==> src/rtl/chunked_extend_adder_pkg.sv <==
// Shared definitions for the chunked adders: FSM states, chunk-count helper
// and the parameter legality check.
package chunked_extend_adder_pkg;

  typedef enum logic [1:0] {
    S_IDLE = 2'd0,
    S_ADD  = 2'd1,
    S_DONE = 2'd2
  } state_e;

  function automatic int ceil_div(input int n, input int d);
    return (n + d - 1) / d;
  endfunction

  function automatic bit params_legal(input int width_a, input int width_b, input int chunk);
    return (width_b >= 1) && (width_b <= width_a) && (chunk >= 1) && (chunk <= width_a);
  endfunction

endpackage

==> src/rtl/chunked_extend_adder_chunk_add_slice.sv <==
// Combinational W-bit adder slice with carry in/out; kept separate so a
// carry-lookahead slice can drop in later.
module chunk_add_slice #(
  parameter int W = 16
) (
  input  logic [W-1:0] a_i,
  input  logic [W-1:0] b_i,
  input  logic         cin_i,
  output logic [W-1:0] s_o,
  output logic         cout_o
);

  assign {cout_o, s_o} = {1'b0, a_i} + {1'b0, b_i} + {{W{1'b0}}, cin_i};

endmodule

==> src/rtl/chunked_extend_adder.sv <==
// Multi-cycle a + zero_ext(b), CHUNK bits per cycle, LSB first, with early
// exit once b is consumed and the carry has died out.
//
// state  | meaning
// S_IDLE | waiting for operands, in_ready high
// S_ADD  | adding chunk k_q with carry_q
// S_DONE | sum held, out_valid high until out_ready
module chunked_extend_adder
  import chunked_extend_adder_pkg::*;
#(
  parameter int WIDTH_A = 53,
  parameter int WIDTH_B = 8,
  parameter int CHUNK   = 16
) (
  input  logic               clk,
  input  logic               rst,
  input  logic               in_valid,
  output logic               in_ready,
  input  logic [WIDTH_A-1:0] a,
  input  logic [WIDTH_B-1:0] b,
  output logic               out_valid,
  input  logic               out_ready,
  output logic [WIDTH_A:0]   sum,
  output logic               early_exit
);

  localparam int NCHUNK = ceil_div(WIDTH_A, CHUNK);
  localparam int PADW   = NCHUNK * CHUNK;
  localparam int KW     = (NCHUNK > 1) ? $clog2(NCHUNK) : 1;

  if (!params_legal(WIDTH_A, WIDTH_B, CHUNK)) begin : g_bad_params
    $error("chunked_extend_adder: need 1 <= WIDTH_B <= WIDTH_A and 1 <= CHUNK <= WIDTH_A");
  end

  state_e          state_q;
  logic [PADW-1:0] a_q, b_q;
  logic [PADW:0]   res_q, res_d;
  logic [KW-1:0]   k_q;
  logic            carry_q;
  logic            in_ready_q, out_valid_q, early_q;

  logic [PADW-1:0]  a_pad, b_pad;
  logic [CHUNK-1:0] a_sl, b_sl, s_sl;
  logic             cout;
  logic             last_chunk, exit_ok;

  always_comb begin
    a_pad = '0;
    a_pad[WIDTH_A-1:0] = a;
    b_pad = '0;
    b_pad[WIDTH_B-1:0] = b;
  end

  assign a_sl = a_q[int'(k_q)*CHUNK +: CHUNK];
  assign b_sl = b_q[int'(k_q)*CHUNK +: CHUNK];

  chunk_add_slice #(.W(CHUNK)) u_slice (
    .a_i    (a_sl),
    .b_i    (b_sl),
    .cin_i  (carry_q),
    .s_o    (s_sl),
    .cout_o (cout)
  );

  assign last_chunk = (int'(k_q) == NCHUNK - 1);
  // A carry leaving the chunk that finishes b still has to be added in.
  assign exit_ok    = ((int'(k_q) + 1) * CHUNK >= WIDTH_B) && !cout;

  always_comb begin
    res_d = res_q;
    for (int j = 0; j < NCHUNK; j++) begin
      if (j == int'(k_q)) begin
        res_d[j*CHUNK +: CHUNK] = s_sl;
      end else if (!last_chunk && exit_ok && (j > int'(k_q))) begin
        res_d[j*CHUNK +: CHUNK] = a_q[j*CHUNK +: CHUNK];
      end
    end
    if (last_chunk) res_d[PADW] = cout;
  end

  always_ff @(posedge clk or posedge rst) begin
    if (rst) begin
      state_q     <= S_IDLE;
      a_q         <= '0;
      b_q         <= '0;
      res_q       <= '0;
      k_q         <= '0;
      carry_q     <= 1'b0;
      in_ready_q  <= 1'b1;
      out_valid_q <= 1'b0;
      early_q     <= 1'b0;
    end else begin
      case (state_q)
        S_IDLE: begin
          if (in_valid) begin
            a_q        <= a_pad;
            b_q        <= b_pad;
            res_q      <= '0;
            k_q        <= '0;
            carry_q    <= 1'b0;
            early_q    <= 1'b0;
            in_ready_q <= 1'b0;
            state_q    <= S_ADD;
          end
        end
        S_ADD: begin
          res_q   <= res_d;
          carry_q <= cout;
          if (last_chunk) begin
            out_valid_q <= 1'b1;
            state_q     <= S_DONE;
          end else if (exit_ok) begin
            early_q     <= 1'b1;
            out_valid_q <= 1'b1;
            state_q     <= S_DONE;
          end else begin
            k_q <= k_q + 1'b1;
          end
        end
        S_DONE: begin
          if (out_ready) begin
            out_valid_q <= 1'b0;
            in_ready_q  <= 1'b1;
            state_q     <= S_IDLE;
          end
        end
        default: begin
          state_q     <= S_IDLE;
          in_ready_q  <= 1'b1;
          out_valid_q <= 1'b0;
        end
      endcase
    end
  end

  assign in_ready   = in_ready_q;
  assign out_valid  = out_valid_q;
  assign early_exit = early_q;
  assign sum        = res_q[WIDTH_A:0];

endmodule

==> config.mk <==
export PLATFORM = sky130hd
export DESIGN_NAME = chunked_extend_adder
export DESIGN_NICKNAME = d
export VERILOG_FILES = /design/src/rtl/chunked_extend_adder_pkg.sv /design/src/rtl/chunked_extend_adder_chunk_add_slice.sv /design/src/rtl/chunked_extend_adder.sv
export SDC_FILE = /design/constraint.sdc
export NUM_CORES = 1
export LEC_CHECK = 0
export CAP_MARGIN = 5
export CORE_AREA = 2 2 126 128
export DETAILED_ROUTE_END_ITERATION = 8
export DIE_AREA = 0 0 128 130
export GPL_TIMING_DRIVEN = 1
export SYNTH_ARGS = -nofsm -noshare
export SYNTH_HDL_FRONTEND = slang
export SYNTH_SLANG_ARGS = --single-unit
export TNS_END_PERCENT = 5
==> constraint.sdc <==
create_clock -name clk -period 5.3 [get_ports clk]
set_input_delay 1.06 -clock clk [delete_from_list [all_inputs] [get_ports clk]]
set_output_delay 1.06 -clock clk [all_outputs]
set_load 0.01 [all_outputs]
## Word-level counts from Yosys, hierarchy flattened

Index checks and enable logic that the tools add are counted.
Widths: inputs -> output; s select.

- Add/sub/neg operators: 4
- Magnitude comparators: 4
- Equality and inequality tests: 16
- Shift-type cells: 2
- Multiplexer cells: 28
- Bitwise operators: 2
- Reductions and logical operators: 21

Operator list:

| cell | count |
|---|---|
| $shiftx 64x7->16 | 2 |
| $pmux 54 s2 | 1 |
| $mux 16 | 5 |
| $mux 54 | 1 |
| $reduce_and 3->1 | 7 |
| $add 16x16->17 | 1 |
| $add 17x1->17 | 1 |
| $mux 2 | 7 |
| $mux 6 | 2 |
| $ne 2x2->1 const B | 6 |
| $ne 3x3->1 const B | 4 |
| $reduce_and 4->1 | 2 |
| $ge 7x4->1 const B | 1 |
| $mux 1 | 6 |
| $pmux 1 s3 | 2 |
| $pmux 2 s3 | 1 |
| $logic_and 1x1->1 | 5 |
| $eq 2x1->1 const B | 2 |
| $eq 2x2->1 const A | 2 |
| $gt 2x2->1 const A | 2 |
| $logic_not 2->1 | 2 |
| $pmux 1 s2 | 2 |
| $pmux 2 s2 | 1 |
| $reduce_and 2->1 | 2 |
| 8 further kinds | 10 |

- Register bits after elaboration: 123
- Bits of input ports: 65
- Output and inout port bits: 57
- Word-level logic and storage cells: 89

## Logic depth before layout (Yosys ltp)

Gate-level depths: netlist of run 1.

- Depth after elaboration: 10
- Mapped depth: 14
- Depth with buffers taken out: 11

## Cells and area by module

From an unflattened synthesis of run 1, not the netlist that was laid out.

- Cells, all modules: 558
- Area total of the unflattened synthesis: 6825.3 um2

By module, submodules not included:

| module | instances | cells an instance | area each (um2) | seq. area each (um2) |
|---|---|---|---|---|
| chunked_extend_adder | 1 | 464 | 6078.3 | 3079.2 |
| chunk_add_slice | 1 | 94 | 747.0 | 0.0 |

## Worst setup path before layout of run 1

No wires, ideal clock.

- Path kind: flip-flop to flip-flop
- Start point: reg k_q[1]
- End point: reg res_q[31]
- Library setup time: 0.121 ns
- Arrival time: 3.740 ns
- Required time: 5.179 ns
- Slack: 1.439 ns
- Stages on the path, launching flop included: 14
- Buffers on the path: 2
- Clock period less this slack: 3.861 ns
- Path through: dfrtp_1 buf_1 buf_1 mux4_2 inv_1 fa_1 fa_1 nand2b_1 a211oi_1 o2111ai_1 or3_4 a41oi_2 a21oi_1 a22o_1

- Longest elaborated chain between the ends: 9
- Elaborated cells between the ends (all ways): 18
- Classes of those cells: add/sub: 3; order compare: 2; eq/ne: 3; shift: 2; mux: 2; reduce/logical: 6

RTL lines:

| what | RTL line | text |
|---|---|---|
| start, declared | chunked_extend_adder.sv:38 | `logic [KW-1:0] k_q;` |
| start signal, assigned | chunked_extend_adder.sv:117 | `k_q <= k_q + 1'b1;` |
| $shiftx 64x7->16, on equally long branches | chunked_extend_adder.sv:54, chunked_extend_adder.sv:55 |  |
| $add 16x16->17 | chunked_extend_adder_chunk_add_slice.sv:13 | `assign {cout_o, s_o} = {1'b0, a_i} + {1'b0, b_i} + {{W{1'b0}}, cin_i};` |
| $add 17x1->17 | chunked_extend_adder_chunk_add_slice.sv:13 |  |
| $logic_not 1->1 | chunked_extend_adder.sv:67 | `assign exit_ok = ((int'(k_q) + 1) * CHUNK >= WIDTH_B) && !cout;` |
| $logic_and 1x1->1 | chunked_extend_adder.sv:67 |  |
| $logic_and 1x1->1 (2 in series) | chunked_extend_adder.sv:74 | `end else if (!last_chunk && exit_ok && (j > int'(k_q))) begin` |
| $ne 3x3->1 (no line) | - |  |
| $reduce_and 3->1 (no line) | - |  |
| end signal, assigned | chunked_extend_adder.sv:107 | `res_q <= res_d;` |
| end, declared | chunked_extend_adder.sv:37 | `logic [PADW:0] res_q, res_d;` |

Parallel ways exist; a longest one is shown, timed or not.
A chain may end at the register's enable or synchronous reset.

## Worst setup path in the final report of run 1

- Start point: reg k_q[0]
- End point: reg res_q[29]

The elaborated chain is that of the path after synthesis.

==> metrics.md, run 1 <==
| Metric | Value |
|---|---|
| # DRC | `0` |
| Non-Filler Instances | `just under 1000` |
| Remaining antenna violation count after routing | `0` |
| Hold Fails Final Rpt | `0` |
| Pin slew with the least headroom to its limit | `a little over 1 ns` |
| DR iter-0 viols | `between 400 and 500` |
| Drt total wl | `approximately 19 mm` |
| Unrepaired setup endpoints after global routing | `no` |
| # fillers | `1448` |
| Clock Power Share | `between 20% and 30%` |
| H-tree Lvls | `4` |
| # setup viols final | `0` |
| CP endpoint kind | `flop` |
| Syn Area/Cell | `roughly 9.3 um^2` |
| CP delay by family, top | `compound AO/OA/AOI/OAI gates` |
| Detailed Routing Iterations Pass 1 | `7` |
| Worst-Skew Late Latency | `between 0.4 and 0.5 ns` |
| Ys flop type | `dfrtp_1` |
| Clk root buf | `clkbuf_16` |
| Peak VDD IR | `between 0.3 and 0.4 mV` |
| Hold_ws | `0.4761 ns` |
| CTS sink count | `~120` |
| Clk_skew | `0.02591 ns` |
| Final RePlAce weighted congestion | `0.9051` |
| Max Clk Rate | `approximately 240 MHz` |
| Most used cell, CP | `fa_1` |
| Initial core utilization | `between 30 and 40%` |
| Hold WC Path Type | `reg -> reg` |
| Final net count | `around 840` |
| Hpwl dp | `13.75 mm` |
| Mapped Cells | `about 650` |
| Switching share of power | `43.04%` |
| Post-Syn Area | `between 6000 and 7000 um^2` |
| Total power | `5.495 mW` |
| Switching power | `2.365 mW` |
| Max Cap Viol | `0` |
| Met2 Use GR | `38.79%` |
| Synth Register Bits | `about 120` |
| Global route total overflow | `0` |
| Fin crit period | `~4.2 ns` |
| Share of cells above drive strength 1 | `under 10%` |
| Initial antenna violation count | `1` |
| Met3 Usage GRT | `under 10%` |
| CP Max Fanout | `23` |
| Worst rel slew slack | `between 30% and 40%` |
| I/O pin total | `122` |
| Die area | `about 17000 um^2` |
| Setup total negative slack | `0 ns` |
| Share of power burned in registers | `31.3%` |
| Largest net degree at the start of global routing | `57` |
| Synth warn | `0` |
| Part of the cycle the worst path needs | `approximately 79%` |
| CTS clk-pin slew, worst paths | `~0.050 ns` |
| CP cell instances | `nor2_1, nand2_1, fa_1, fa_1, nand2b_1, a211oi_1, o2111ai_1, or3_4, a211oi_4, a22oi_1, o21ai_1` |
| Setup bufs post-CTS | `0` |
| Placed Cells | `between 900 and 1000` |
| Cell area power density | `687.3 nW/um^2` |
| # hold bufs at CTS | `0` |
| GRT busiest layer | `met2` |
| Reg area | `around 3100 um^2` |
| Num rows | `46` |
| CTS tree | `yes` |
| Vias | `about 5100` |
| Worst path max stage delay | `about 0.77 ns` |
| PortBufs | `121` |
| Area of the multi-input gates | `2776 um^2` |
| Post-synthesis sequential area ratio | `~51%` |
| Total track usage | `between 20% and 30%` |
| Core Region | `15420 um^2` |
| Crit path required time | `5.64 ns` |
| Die width | `128 um` |
| Post-DP Area | `~7400 um^2` |
| Leakage | `around 3.5 nW` |
| CP max stage cell | `a211oi_4` |
| Avg WL per Cell | `19.34 um` |
| Via density | `5.219` |
| TritonCTS Buffers | `17` |
| CP bufs+invs | `0` |
| Final design area excluding fillers | `approximately 8000 um^2` |
| Die height | `between 100 and 150 um` |
| Clock Path Buffers | `2` |
| Netlist cell types | `between 40 and 50` |
| Number of global-route vias before repair | `between 4000 and 5000` |
| CP Data Arrival Time | `4.50 ns` |
| Number of gates resized after cts | `0` |
| Post-synth EDFFs | `0` |
| Kind of critical path | `reg -> reg` |
| GR Util met1 | `31.55%` |
| Pint | `3.130 mW` |
| Global-route wire length before repair | `around 29 mm` |
| Result of the run | `finished clean` |
| Comb pwr share | `47.9%` |
| Async set or reset register ratio after synthesis | `100.0%` |
| Syn_nets | `730` |
| Fin. max-slew vios | `0` |
| Area grow syn2layout | `32.44%` |
| CP startpoint kind | `flop` |
[registers in the layout (all words and copies together), names as in the netlist]
| name | flops |
|---|---|
| a_q | 53 |
| b_q | 8 |
| carry_q | 1 |
| early_exit | 1 |
| in_ready | 1 |
| k_q | 2 |
| out_valid | 1 |
| res_q | 54 |
| state_q | 2 |
[layer usage]
metal  up-vias  share of wire, %
met5         -                 0
met4         0               2.1
met3        29               5.6
li1       2428                 -
met2       160                48
met1      2440                44
[Yosys cell counts (all sizes together), types with 2 or more instances]
library cell / n / share of area, %
o211ai: 4 / 0.50
nand3: 22 / 1.8
and2: 8 / 0.83
xnor2: 7 / 1.0
nor2: 24 / 1.5
mux4: 5 / 1.9
nand2b: 9 / 0.93
inv: 10 / 0.62
nor3b: 2 / 0.25
a211oi: 4 / 0.70
a22oi: 3 / 0.37
a22o: 13 / 1.9
o31ai: 3 / 0.37
ha: 12 / 2.5
fa: 2 / 0.66
nor2b: 3 / 0.31
clkbuf: 20 / 1.2
a21oi: 13 / 1.1
xor2: 6 / 0.87
o21ai: 48 / 4.0
mux2i: 33 / 5.5
or2: 2 / 0.21
nand2: 229 / 14
dfrtp: 122 / 51
nor3: 3 / 0.25
o2bb2ai: 13 / 2.0
o221ai: 3 / 0.44
buf: 15 / 1.3
[power by group through the flow]
stage	Clock, mW	Sequential, mW	Combinational, mW
2_1_floorplan	0	1.67	1.48
3_3_place_gp	0	1.73	2.59
3_5_place_dp	0	1.74	2.63
4_1_cts	1.16	1.73	2.64
5_1_grt	1.20	1.77	2.87
6_report	1.14	1.72	2.63
[cell usage in the layout, fill, tap and decap left out, types with 3 or more instances in the layout]
cell	synthesis	routed
o21ai_0	19	19
clkdlybuf4s50_1	0	121
o21ai_1	28	28
o211ai_1	4	4
clkinv_2	0	3
a211oi_1	3	3
inv_1	10	9
and2_1	8	8
nand2_1	229	229
nor3_1	3	3
a22o_1	13	13
xor2_1	6	6
ha_1	12	12
buf_4	2	9
nand2b_1	9	9
a22oi_1	3	3
nor2b_1	3	3
nand3_1	22	22
nor2_1	24	23
xnor2_1	7	7
clkbuf_16	0	17
o2bb2ai_1	12	12
a21oi_1	13	13
clkbuf_8	0	4
mux4_2	5	5
dfrtp_1	122	122
o221ai_1	3	3
mux2i_1	33	33
o31ai_1	3	3
[final timing paths]
path	startpoint	endpoint	slack, ns	depth (start not counted)
worst max-delay path	k_q[0]	res_q[29]	1.14	11
worst min-delay path	b_q[7]	b_q[7]	0.48	2
worst max register to register	k_q[0]	res_q[29]	1.14	11
worst min register to register	b_q[7]	b_q[7]	0.48	2
max in group asynchronous	rst	a_q[6]	3.19	3
min in group asynchronous	rst	a_q[47]	1.12	2
[kinds of logic after synthesis]
kind of cell	synth area share (%)
and+or+nand+nor	21.02
DFF	51.01
AOI/OAI and AO/OA	12.48
buffers and inverters	3.130
muxes	7.337
adders and majority gates	3.150
xor gates and xnor gates	1.886
[metrics by stage]
| step | setup slack (ns) | util (%) |
|---|---|---|
| after floorplan | 0.9708 | - |
| after global placement | 1.322 | 48.07 |
| after detailed placement | 1.185 | 48.07 |
| after CTS | 1.159 | 51.82 |
| after global routing | 0.8214 | 51.82 |
| final | 1.138 | 51.83 |
[worst register-to-register path, cell delays in order (launching register included)]
cell and delay [ns]:
dfrtp_1 0.47, nor2_1 0.33, nand2_1 0.12, fa_1 0.42
fa_1 0.41, nand2b_1 0.20, a211oi_1 0.30, o2111ai_1 0.23
or3_4 0.49, a211oi_4 0.77, a22oi_1 0.21, o21ai_1 0.12
[cell type report]
cell class                 count  share of cell area (%)
sequential                   123                   38.51
multi-input combinational    483                   34.73
timing repair buffer         130                   15.99
clock buffer                  23                   6.103
tap                          192                   3.005
clock inverter                 7                   1.127
inverter                      10                  0.5008
antenna                        1                 0.03130
Power figures use the tool's default switching activity.
==> run 2: changes to the inputs <==
==> constraint.sdc (replaced) <==
create_clock -name clk -period 4 [get_ports clk]
set_input_delay 0.8 -clock clk [delete_from_list [all_inputs] [get_ports clk]]
set_output_delay 0.8 -clock clk [all_outputs]
set_load 0.01 [all_outputs]
==> metrics.md, run 2 (synthesis gave the netlist of run 1 again) <==
| Metric | Value |
|---|---|
| Result of the run | `finished clean` |
| Post-DP Area | `between 7000 and 8000 um^2` |
| Via density | `approximately 5.2` |
| PortBufs | `~120` |
| Fin crit period | `between 3 and 4 ns` |
| Die width | `128 um` |
| CP Max Fanout | `32` |
| Largest Register | `res_q` |
| Reg area | `between 3000 and 4000 um^2` |
| Hpwl dp | `approximately 14 mm` |
| CTS sink count | `~120` |
| Number of global-route vias before repair | `around 5200` |
| Largest register FFs | `between 50 and 60` |
| Global-route wire length before repair | `between 20 and 30 mm` |
| Hold Fails Final Rpt | `0` |
| Hold_ws | `0.4691 ns` |
| TritonCTS Buffers | `17` |
| # setup viols final | `0` |
| Core Region | `15420 um^2` |
| CTS clk-pin slew, worst paths | `~0.05 ns` |
| Leakage | `3.631 nW` |
| Largest net degree at the start of global routing | `67` |
| Post-place setup slack | `between 0.2 and 0.25 ns` |
| Fin. max-slew vios | `0` |
| Non-Filler Instances | `approximately 980` |
| Commonest non-fill, non-tap cell in the layout | `nand2_1` |
| CP startpoint kind | `flop` |
| Area of the multi-input gates | `~2800 um^2` |
| Max Cap Viol | `0` |
| Worst-Skew Late Latency | `around 0.42 ns` |
| Most frequent cells in the layout | `229 x nand2_1, 121 x dfrtp_1, 121 x clkdlybuf4s50_1` |
| I/O pin total | `122` |
| Max Clk Rate | `~270 MHz` |
| # DRC | `0` |
| Hold WC Path Type | `reg -> reg` |
| Worst rel slew slack | `31.83%` |
| Drt total wl | `~18 mm` |
| Die area | `~17000 um^2` |
| Unrepaired setup endpoints after global routing | `no` |
| Number of gates resized after cts | `0` |
| Placed Cells | `roughly 950` |
| Final RePlAce weighted congestion | `just under 0.9` |
| Part of the cycle the worst path needs | `between 90 and 100%` |
| Die height | `approximately 130 um` |
| Peak VDD IR | `between 0.4 and 0.5 mV` |
| Final net count | `858` |
| Pin slew with the least headroom to its limit | `between 1 and 1.5 ns` |
| Share of cells above drive strength 1 | `under 10%` |
| Final Util | `53.00%` |
| Final design area excluding fillers | `8175 um^2` |
| Remaining antenna violation count after routing | `0` |
| Global route total overflow | `0` |
| CP endpoint kind | `flop` |
| Setup total negative slack | `0 ns` |
| Vias | `~5100` |
| # hold bufs at CTS | `0` |
| Final Worst Setup Slack | `between 0.2 and 0.3 ns` |
| DR iter-0 viols | `approximately 300` |
| CTS tree | `yes` |
| Setup bufs post-CTS | `0` |
| Detailed Routing Iterations Pass 1 | `4` |
| Clk root buf | `clkbuf_16` |
| # fillers | `roughly 1400` |
| Avg WL per Cell | `approximately 19 um` |
| Diode count | `0` |
| Total track usage | `a little under a quarter` |
| Area grow syn2layout | `35.42%` |
| CP Data Arrival Time | `around 4.1 ns` |
| H-tree Lvls | `4` |
| Initial core utilization | `39.14%` |
| Clock Path Buffers | `2` |
| Num rows | `46` |
| Total power | `7.546 mW` |
| Initial antenna violation count | `0` |
| Crit path required time | `roughly 4.3 ns` |
| Clk_skew | `approximately 0.0075 ns` |
| Cell area power density | `923.0 nW/um^2` |
| Kind of critical path | `reg -> reg` |
| Largest regs | `res_q (54), a_q (53), b_q (8)` |
run 2: changes by cell type in the layout (fill, tap and decap cells not counted), sizes merged:
cell    change
buf        +14
clkbuf      +2
bufinv      +1
clkinv      -1
diode       -1
inv         -1
run 2: report_power, final:
group / internal, mW / switching [mW]
logic: 1.54 / 2.11
clock network: 1.07 / 0.543
registers: 1.81 / 0.473
total: 4.42 / 3.13
run 2: path summary, 6_finish.rpt:
kind                            cells past startpoint   endpoint  slack, ns  startpoint
worst min-delay path                                2  res_q[20]       0.47   res_q[20]
worst min register to register                      2  res_q[20]       0.47   res_q[20]
max in group asynchronous                           3     a_q[5]       2.44         rst
worst max register to register                     12  res_q[39]       0.27      k_q[0]
worst max-delay path                               12  res_q[39]       0.27      k_q[0]
min in group asynchronous                           2  res_q[27]       0.71         rst
run 2: layout make-up:
type / count / area share (%)
flip-flops and latches: 123 / 37.68
multi-input cells: 483 / 34.02
repair buffers: 144 / 17.23
clock buffers: 25 / 6.305
well taps: 192 / 2.938
clock inverters: 6 / 1.316
inverters: 10 / 0.5051
run 2: layer usage:
layer / GRT usage (%) / wire (um) / up-vias
met1: 30.54 / 8348 / 2431
met2: 39.13 / 8695 / 161
met5: 0 / 0 / -
met4: 10.21 / 569 / 0
met3: 4.264 / 818 / 34
li1: - / - / 2460
run 2: critical path: stages, from the launching register on:
cell	delay, ns
dfrtp_2	0.46
mux4_2	0.34
inv_1	0.05
fa_1	0.42
fa_1	0.40
nand2b_1	0.19
a211oi_1	0.34
o2111ai_1	0.24
or3_4	0.50
o21ai_2	0.15
buf_4	0.31
nand3_1	0.12
o21ai_1	0.11
